==> src/rtl/loader_pkg.sv <==
// Shared definitions for the program loaders: FSM state encoding and header length.
package loader_pkg;

    typedef enum logic [2:0] {
        ST_IDLE  = 3'd0,
        ST_HDR0  = 3'd1,
        ST_HDR1  = 3'd2,
        ST_LOAD  = 3'd3,
        ST_CSUM  = 3'd4,
        ST_DONE  = 3'd5,
        ST_ERROR = 3'd6
    } state_e;

    localparam int HDR_BYTES = 2;

    // States in which the loader owns the byte stream.
    function automatic logic is_busy_state(state_e s);
        return (s == ST_HDR0) || (s == ST_HDR1) || (s == ST_LOAD) || (s == ST_CSUM);
    endfunction

endpackage

==> src/rtl/imem_loader_if.sv <==
// Byte-stream input and instruction-store write bus of the program loader.
interface imem_loader_if #(parameter int ADDR_W = 10);
    logic              start;
    logic [7:0]        in_data;
    logic              in_valid;
    logic              in_ready;
    logic              mem_we;
    logic [ADDR_W-1:0] mem_addr;
    logic [7:0]        mem_wdata;
    logic              core_run;
    logic              busy;
    logic              error;

    modport slave (
        input  start, in_data, in_valid,
        output in_ready, mem_we, mem_addr, mem_wdata, core_run, busy, error
    );

    modport master (
        output start, in_data, in_valid,
        input  in_ready, mem_we, mem_addr, mem_wdata, core_run, busy, error
    );
endinterface

==> src/rtl/loader_byte_counter.sv <==
// Loadable byte counter with terminal compare: o_last flags the byte that reaches i_target.
module loader_byte_counter #(
    parameter int CNT_W = 12,
    parameter int OUT_W = 10
) (
    input  logic             clk,
    input  logic             reset,
    input  logic             i_clr,
    input  logic             i_inc,
    input  logic [CNT_W-1:0] i_target,
    output logic [OUT_W-1:0] o_addr,
    output logic             o_last
);
    localparam logic [CNT_W-1:0] ONE = CNT_W'(1);

    logic [CNT_W-1:0] r_count;

    always_ff @(posedge clk) begin
        if (reset) begin
            r_count <= '0;
        end else if (i_clr) begin
            r_count <= '0;
        end else if (i_inc) begin
            r_count <= r_count + ONE;
        end
    end

    assign o_addr = r_count[OUT_W-1:0];
    assign o_last = ((r_count + ONE) == i_target);
endmodule

==> src/rtl/imem_loader.sv <==
// Streams a length-prefixed program image into the instruction store, holding the core until done.
// Optional trailing XOR checksum byte enabled by defining IMEM_LOADER_CHECKSUM_EN.
module imem_loader
    import loader_pkg::*;
#(
    parameter int ADDR_W    = 10,
    parameter int MAX_WORDS = 2 ** (ADDR_W - 2)
) (
    input  logic          clk,
    input  logic          reset,
    imem_loader_if.slave  bus
);
    localparam int CNT_W = ADDR_W + 2;

    state_e            r_state;
    state_e            w_state_next;
    state_e            w_after_payload;
    logic              r_busy;
    logic              r_mem_we;
    logic              r_core_run;
    logic              r_error;
    logic [ADDR_W-1:0] r_mem_addr;
    logic [7:0]        r_mem_wdata;
    logic [15:0]       r_word_cnt;
    logic              w_accept;
    logic              w_load_accept;
    logic              w_start_ok;
    logic              w_cnt_last;
    logic [15:0]       w_hdr_n;
    logic [CNT_W-1:0]  w_target;
    logic [ADDR_W-1:0] w_cnt_addr;

    assign w_accept      = bus.in_valid && r_busy;
    assign w_load_accept = w_accept && (r_state == ST_LOAD);
    assign w_start_ok    = bus.start && !r_busy;
    assign w_hdr_n       = {r_word_cnt[15:8], bus.in_data};
    assign w_target      = {r_word_cnt[ADDR_W-1:0], 2'b00};

    loader_byte_counter #(.CNT_W(CNT_W), .OUT_W(ADDR_W)) u_counter (
        .clk      (clk),
        .reset    (reset),
        .i_clr    (w_accept && (r_state == ST_HDR1)),
        .i_inc    (w_load_accept),
        .i_target (w_target),
        .o_addr   (w_cnt_addr),
        .o_last   (w_cnt_last)
    );

`ifdef IMEM_LOADER_CHECKSUM_EN
    logic [7:0] r_csum;
    logic       w_csum_ok;

    // Running XOR over header and payload; the checksum byte itself is excluded.
    always_ff @(posedge clk) begin
        if (reset || w_start_ok) begin
            r_csum <= 8'h00;
        end else if (w_accept && (r_state != ST_CSUM)) begin
            r_csum <= r_csum ^ bus.in_data;
        end
    end

    assign w_csum_ok       = (bus.in_data == r_csum);
    assign w_after_payload = ST_CSUM;
`else
    assign w_after_payload = ST_DONE;
`endif

    always_comb begin
        w_state_next = r_state;
        case (r_state)
            ST_IDLE, ST_DONE, ST_ERROR: begin
                if (bus.start) w_state_next = ST_HDR0;
            end
            ST_HDR0: begin
                if (w_accept) w_state_next = ST_HDR1;
            end
            ST_HDR1: begin
                if (w_accept) begin
                    if ({16'd0, w_hdr_n} > 32'(MAX_WORDS)) w_state_next = ST_ERROR;
                    else if (w_hdr_n == 16'd0)            w_state_next = w_after_payload;
                    else                                   w_state_next = ST_LOAD;
                end
            end
            ST_LOAD: begin
                if (w_accept && w_cnt_last) w_state_next = w_after_payload;
            end
`ifdef IMEM_LOADER_CHECKSUM_EN
            ST_CSUM: begin
                if (w_accept) w_state_next = w_csum_ok ? ST_DONE : ST_ERROR;
            end
`endif
            default: w_state_next = ST_IDLE;
        endcase
    end

    // Outputs are registered from the next state; core_run waits out the final write cycle.
    always_ff @(posedge clk) begin
        if (reset) begin
            r_state     <= ST_IDLE;
            r_busy      <= 1'b0;
            r_mem_we    <= 1'b0;
            r_core_run  <= 1'b0;
            r_error     <= 1'b0;
            r_mem_addr  <= '0;
            r_mem_wdata <= 8'h00;
            r_word_cnt  <= 16'h0000;
        end else begin
            r_state    <= w_state_next;
            r_busy     <= is_busy_state(w_state_next);
            r_error    <= (w_state_next == ST_ERROR);
            r_core_run <= (w_state_next == ST_DONE) && !w_load_accept;
            r_mem_we   <= w_load_accept;
            if (w_load_accept) begin
                r_mem_addr  <= w_cnt_addr;
                r_mem_wdata <= bus.in_data;
            end
            if (w_accept && (r_state == ST_HDR0)) r_word_cnt[15:8] <= bus.in_data;
            if (w_accept && (r_state == ST_HDR1)) r_word_cnt[7:0]  <= bus.in_data;
        end
    end

    assign bus.in_ready  = r_busy;
    assign bus.busy      = r_busy;
    assign bus.mem_we    = r_mem_we;
    assign bus.mem_addr  = r_mem_addr;
    assign bus.mem_wdata = r_mem_wdata;
    assign bus.core_run  = r_core_run;
    assign bus.error     = r_error;
endmodule

==> src/flat_wrapper.sv <==
// flat-port wrapper written by rule: the top's interface ports become plain ports
module imem_loader_flat import loader_pkg::*;
#(
    parameter int ADDR_W    = 10,
    parameter int MAX_WORDS = 2 ** (ADDR_W - 2)
)
  (clk, reset, bus_start, bus_in_data, bus_in_valid, bus_in_ready, bus_mem_we, bus_mem_addr, bus_mem_wdata, bus_core_run, bus_busy, bus_error);
  imem_loader_if #(.ADDR_W(ADDR_W)) bus_i ();
  input  logic clk;
  input  logic reset;
  input wire logic [$bits(bus_i.start)-1:0] bus_start;
  input wire logic [$bits(bus_i.in_data)-1:0] bus_in_data;
  input wire logic [$bits(bus_i.in_valid)-1:0] bus_in_valid;
  output wire logic [$bits(bus_i.in_ready)-1:0] bus_in_ready;
  output wire logic [$bits(bus_i.mem_we)-1:0] bus_mem_we;
  output wire logic [$bits(bus_i.mem_addr)-1:0] bus_mem_addr;
  output wire logic [$bits(bus_i.mem_wdata)-1:0] bus_mem_wdata;
  output wire logic [$bits(bus_i.core_run)-1:0] bus_core_run;
  output wire logic [$bits(bus_i.busy)-1:0] bus_busy;
  output wire logic [$bits(bus_i.error)-1:0] bus_error;
  assign bus_i.start = bus_start;
  assign bus_i.in_data = bus_in_data;
  assign bus_i.in_valid = bus_in_valid;
  assign bus_in_ready = bus_i.in_ready;
  assign bus_mem_we = bus_i.mem_we;
  assign bus_mem_addr = bus_i.mem_addr;
  assign bus_mem_wdata = bus_i.mem_wdata;
  assign bus_core_run = bus_i.core_run;
  assign bus_busy = bus_i.busy;
  assign bus_error = bus_i.error;
  imem_loader #(.ADDR_W(ADDR_W), .MAX_WORDS(MAX_WORDS)) u_core (.clk(clk), .reset(reset), .bus(bus_i));
endmodule
==> config.mk <==
export PLATFORM = sky130hd
export DESIGN_NAME = imem_loader_flat
export DESIGN_NICKNAME = d
export VERILOG_FILES = /design/src/rtl/loader_pkg.sv /design/src/rtl/imem_loader_if.sv /design/src/rtl/loader_byte_counter.sv /design/src/rtl/imem_loader.sv /design/src/flat_wrapper.sv
export SDC_FILE = /design/constraint.sdc
export NUM_CORES = 1
export LEC_CHECK = 0
export BUFFER_PORTS_ARGS = -buffer_cell sky130_fd_sc_hd__buf_4
export CAP_MARGIN = 20
export CORE_ASPECT_RATIO = 2
export CORE_MARGIN = 2
export CORE_UTILIZATION = 54
export DETAILED_ROUTE_END_ITERATION = 8
export GPL_ROUTABILITY_DRIVEN = 0
export PLACE_DENSITY = 0.84
export SYNTH_ARGS = -nofsm -noshare
export SYNTH_HDL_FRONTEND = slang
export SYNTH_HIERARCHICAL = 1
export SYNTH_SLANG_ARGS = --single-unit
==> constraint.sdc <==
create_clock -name clk -period 3.6 [get_ports clk]
set_input_delay 0.36 -clock clk [delete_from_list [all_inputs] [get_ports clk]]
set_output_delay 0.36 -clock clk [all_outputs]
set_load 0.05 [all_outputs]
## Word-level counts from Yosys, hierarchy flattened

Index checks and enable logic that the tools add are counted.

| word-level totals | value |
|---|---|
| register bits after elaboration | 53 |
| input bits | 12 |
| output and inout port bits | 23 |
| word-level logic and storage cells | 45 |

| operators by class | value |
|---|---|
| add/subtract/negate cells | 1 |
| magnitude comparators | 1 |
| eq/ne operators | 12 |
| mux-type cells | 7 |
| reduce and logical (&&, ||, !) cells | 14 |

Operators with widths:

| operator | count |
|---|---|
| $mux W3 | 6 |
| $gt A16 B9 Y1 const B | 1 |
| $logic_not A16 Y1 | 1 |
| $eq A3 B3 Y1 const B | 5 |
| $add A12 B1 Y12 const B | 1 |
| $eq A12 B12 Y1 | 1 |
| $eq A3 B2 Y1 const B | 4 |
| $pmux W3 S4 | 1 |
| $eq A3 B1 Y1 const B | 2 |
| $logic_and A1 B1 Y1 | 6 |
| $logic_not A3 Y1 | 1 |
| $logic_or A1 B1 Y1 | 3 |
| $reduce_or A3 Y1 | 1 |
| $reduce_or A2 Y1 | 1 |
| $logic_not A1 Y1 | 1 |

## Longest topological paths before layout

| depth | value |
|---|---|
| word-level depth | 9 |
| gate-level depth with buffers | 12 |
| depth with buffers taken out | 11 |

## By module

Netlist, hierarchy kept.

By module, submodules not included:

| module | times used | cells each | area an instance (sq um) | sequential area each (sq um) |
|---|---|---|---|---|
| imem_loader | 1 | 189 | 1,600.3 | 820.8 |
| loader_byte_counter | 1 | 126 | 1,022.2 | 240.2 |

## Least setup slack after synthesis

OpenSTA, ideal clock, no wires.

| timing path | value |
|---|---|
| kind | register to register |
| from | register u_core.u_counter.r_count[1] |
| to | register u_core.r_core_run (netlist: u_core/bus.core_run) |
| setup time | 0.061 ns |
| arrival time | 2.725 ns |
| data required time | 3.539 ns |
| slack | 0.814 ns |
| stages on the path, launching flop included | 13 |
| buffers on the path | 1 |
| clock period less this slack | 2.786 ns |
| path through | dfxtp_1 -> ha_1 -> and3_1 -> buf_2 -> a21oi_1 -> nor4b_1 -> nand4_1 -> a311oi_1 -> nand2_1 -> mux2_2 -> a32o_1 -> a31oi_1 -> and4b_1 |

| between the ends | value |
|---|---|
| cells in the longest elaborated chain, start to end | 7 |

Ends and longest elaborated chain:

| element | RTL line | RTL |
|---|---|---|
| start, declared | loader_byte_counter.sv:16 | `logic [CNT_W-1:0] r_count;` |
| start signal, assigned | loader_byte_counter.sv:24 | `r_count <= r_count + ONE;` |
| $add A12 B1 Y12 | loader_byte_counter.sv:29 | `assign o_last = ((r_count + ONE) == i_target);` |
| $eq A12 B12 Y1 | loader_byte_counter.sv:29 |  |
| named net u_core.w_cnt_last | imem_loader.sv:28 | `logic w_cnt_last;` |
| $logic_and A1 B1 Y1 | imem_loader.sv:85 | `if (w_accept && w_cnt_last) w_state_next = w_after_payload;` |
| $mux W3 | imem_loader.sv:85 |  |
| $pmux W3 S4 | imem_loader.sv:70 | `case (r_state)` |
| $eq A3 B3 Y1 | imem_loader.sv:111 | `r_core_run <= (w_state_next == ST_DONE) && !w_load_accept;` |
| $logic_and A1 B1 Y1 | imem_loader.sv:111 |  |
| end signal, assigned | imem_loader.sv:111 |  |
| end, declared | imem_loader.sv:20 | `logic r_core_run;` |

The timed path passes the listed nets, and every way through them passes these cells.
A chain may end at the register's enable or synchronous reset.

## Worst setup path in the final report

| timing path | value |
|---|---|
| from | register u_core.u_counter.r_count[0] |
| to | register u_core.r_core_run (netlist: u_core/bus.core_run) |

Same word-level chain as after synthesis.

==> flow_summary.yaml <==
power_and_ir_drop:
  leakage_nw: 1.056
  pwr-share-comb: 0.072
  pwr-share-clk: 0.334
  worst_ir_drop_vdd_v: 0.0003367
  p_sw_uw: 234.1
  power.internal_uw: 771.6
  power.density_mw_per_mm2: 348.6
  swShare: 0.2328
  seq_power_share: 0.594
synthesis:
  synthFlopType: "dfxtp_1"
  synth-seq-cells: 53
  synth_warnings: 6
  seq_area_frac_synth: 0.4046
  synth-simple-area-share: 0.2648
  synthXorXnorAreaFrac: 0.08349
  synthCells: 315
  muxShareOfSynthArea: 0.04628
  syn_avg_cell_area_sq_um: 8.325
  synth_compound_area_frac: 0.1188
  ys_types: 53
  synth_top_cell_area_share: 0.4046
  synthAdderAreaFrac: 0.004771
  ys_async_sr_fraction: 0
  synth_area_leader_cell: "dfxtp_1"
  synth_edf_count: 0
  synth_area_leaders: "dfxtp_1 (40%), nand2_1 (9.0%), a21oi_1 (6.1%)"
  synth_top_family_by_area: "simple AND/OR/NAND/NOR gates"
  netlist_area_sq_mm: 0.002623
worst_hold_path:
  hold_depth: 3
  min_to: "u_core/r_word_cnt[5]$_SDFFE_PP0P_"
  min_path_type: "in -> reg"
  min_from: "bus_in_data[5]"
sta:
  max_freq_mhz: 297.3
  finalCriticalPeriod_ns: 3.363
  worstMarginPinSlew_ns: 0.4987
  rsz0062_at_grt: "false"
  finalSetupTns_ns: 0
  finalHoldViolations: 0
  relSlewSlack: 0.6672
  setup_viol: 0
  hold_ws_ns: 0.3274
  maxSlewViolCount: 0
  skew_ns: 0.01075
  min_period_over_period: 0.9343
floorplan:
  coreArea_sq_mm: 0.004642
  die_x_microns: 53.28
  start_util: 0.5650
  io-pin-count: 35
  die_h_microns: 102.6
  dieArea_sq_mm: 0.005464
  rows: 35
global_route:
  grt_pass1_wl_microns: 9273
  grt_max_degree: 43
  grt_pass1_vias: 2085
  grt_antenna_before_repair: 0
  grt_usage: 0.2299
  grt-ovfl-total: 0
routing:
  wl_per_cell_microns: 14.71
  viasPerCell: 5.787
  vias: 2228
  totalWireLength_microns: 5662
  drc_errors: 0
  drtAntennaViolNets: 0
  drt_iter0_markers: 52
  drt_first_pass_iters: 4
clocking:
  htreeDepth: 2
  clk_latency_ns: 0.30
  cts_tree: "done"
  clockRootBuffer: "clkbuf_8"
  clock_path_buffers: 2
  cts_buffers: 5
  cts_sinks: 53
  clk_pin_slew_ns: 0.09
  post_cts_buffers: 0
placement:
  dp_hpwl_microns: 4010
  io_buffers: 34
worst_setup_path:
  crit_slowest_cell: "dfxtp_1"
  cp-start-kind: "flop"
  end_kind: "flop"
  r2r_start: "u_core/u_counter/r_count[0]$_SDFFE_PP0P_"
  regToRegSetupSlack_ns: 0.24
  critical_path_required_ns: 3.84
  slowest_delay_ns: 0.52
  ff2ff_path_depth: 11
  cp.arrival_ns: 3.61
  path_class: "reg -> reg"
  r2r-end: "u_core/bus.core_run$_SDFF_PP0_"
  crit_path_max_fanout: 9
  cp_cell_sequence: "ha_1 -> and3_1 -> a21oi_1 -> nor4b_1 -> nand4_1 -> a311oi_2 -> nand2_1 -> mux2_2 -> a32o_1 -> a31oi_1 -> and4b_1"
final_layout:
  final.fill_count: 416
  area_growth_pct: 10.02
  multi_input_area_sq_mm: 0.001373
  n_antenna_cell: 0
  nNetsFinal: 343
  final_layout_size_suffix_gt1_frac: 0.1758
  layout.area.seq_sq_mm: 0.001061
flow_run:
  maxCapViolCount: 0
run_status:
  status: "complete, no violations"
-- area by class of cell --
| type | instances | area share |
|---|---|---|
| Inverter | 4 | 0.005204 |
| Sequential cell | 53 | 0.3677 |
| Clock buffer | 6 | 0.02862 |
| Clock inverter | 1 | 0.002602 |
| Multi-Input combinational cell | 229 | 0.4757 |
| Tap cell | 55 | 0.02385 |
| Timing Repair Buffer | 37 | 0.09627 |
-- worst max-delay path: cells and delay by family (launching register included) --
family / cells / cell delay [ns]
AO/OA/AOI/OAI: 4 / 1.00
adder cells (fa/ha/maj): 1 / 0.33
flip-flops: 1 / 0.52
multiplexers: 1 / 0.26
AND/OR/NAND/NOR: 5 / 1.19
-- registers in the layout, indices dropped and copies added, names as in the netlist --
signal	cells
u_core/r_word_cnt	16
u_core/u_counter/r_count	12
u_core/bus.mem_addr	10
u_core/bus.mem_wdata	8
u_core/r_state	3
u_core/bus.busy	1
u_core/bus.core_run	1
u_core/bus.error	1
u_core/bus.mem_we	1
-- worst max path at each step --
stage,slack [ns],start,endpoint
floorplan,0.81,u_core/u_counter/r_count[1]$_SDFFE_PP0P_,u_core/bus.core_run$_SDFF_PP0_
global placement,0.46,u_core/u_counter/r_count[0]$_SDFFE_PP0P_,u_core/bus.core_run$_SDFF_PP0_
detailed placement,0.32,u_core/u_counter/r_count[0]$_SDFFE_PP0P_,u_core/bus.core_run$_SDFF_PP0_
CTS,0.22,u_core/u_counter/r_count[0]$_SDFFE_PP0P_,u_core/bus.core_run$_SDFF_PP0_
global route,0.02,u_core/u_counter/r_count[0]$_SDFFE_PP0P_,u_core/bus.core_run$_SDFF_PP0_
finish,0.24,u_core/u_counter/r_count[0]$_SDFFE_PP0P_,u_core/bus.core_run$_SDFF_PP0_
-- stage by stage --
stage / total power, mW / utilization / cell area (sq um) / setup WS, ns / std cells
floorplan: 0.6579 / - / 2626 / 0.8138 / 316
global placement: 0.6810 / 0.6008 / 2789 / 0.4610 / 378
detailed placement: 0.6825 / 0.6008 / 2789 / 0.3162 / 378
CTS: 1.014 / 0.6202 / 2879 / 0.2199 / 385
global route: 1.044 / 0.6216 / 2885 / 0.02398 / 385
finish: 1.006 / 0.6216 / 2885 / 0.2367 / 385
-- layout by cell type (no fill, tap or decap), drive strengths merged, types with 2 or more instances in the layout --
cell type  count
nor4b          2
a31oi          5
or3            5
inv            4
or4            3
a211oi         3
nand4          7
nand3         10
mux2i         11
nor4           4
dfxtp         53
nor2          24
a21oi         32
o21ai          6
xnor2         14
nand2         64
and4           2
clkbuf         6
xor2          11
buf           37
and3           3
nor3b          3
nor2b          3
conb           2
-- metal layers --
metal / vias up / track usage / part of all wire
met5: - / 0 / 0
met4: 0 / 0.1381 / 0.034
met3: 18 / 0.04348 / 0.045
met2: 64 / 0.4131 / 0.56
met1: 1055 / 0.2340 / 0.36
li1: 1091 / - / -
-- power by group through the flow --
stage	clock, mW	sequential, mW	combinational [mW]
final	0.336	0.597	0.0724
after global routing	0.367	0.599	0.0775
after CTS	0.345	0.597	0.0717
after detailed placement	0	0.611	0.0713
after global placement	0	0.611	0.0699
after floorplan	0	0.614	0.0440
-- cell usage after synthesis (3+ instances only) --
cell type / instances
o21ai_0: 5
buf_2: 4
dfxtp_1: 53
nor2_1: 23
mux2i_1: 11
clkbuf_1: 11
xor2_1: 11
nand4_1: 7
or3_1: 5
a211oi_1: 3
buf_4: 11
xnor2_1: 14
nand3_1: 9
inv_1: 3
a31oi_1: 5
a21oi_1: 32
nand2_1: 63
nor3b_1: 3
nor2b_1: 3
-- what timing repair did --
item                       4_1_cts  5_1_grt
setup endpoints to repair        0        4
hold buffers                     0        0
gates resized for setup          0        1
-- kinds of logic after synthesis --
group	Yosys count
flops	53
compound gates	54
fa+ha+maj	1
other cells	1
xor+xnor	25
simple gates	135
mux	12
buf+inv	34
(Power assumes the default switching activity.)
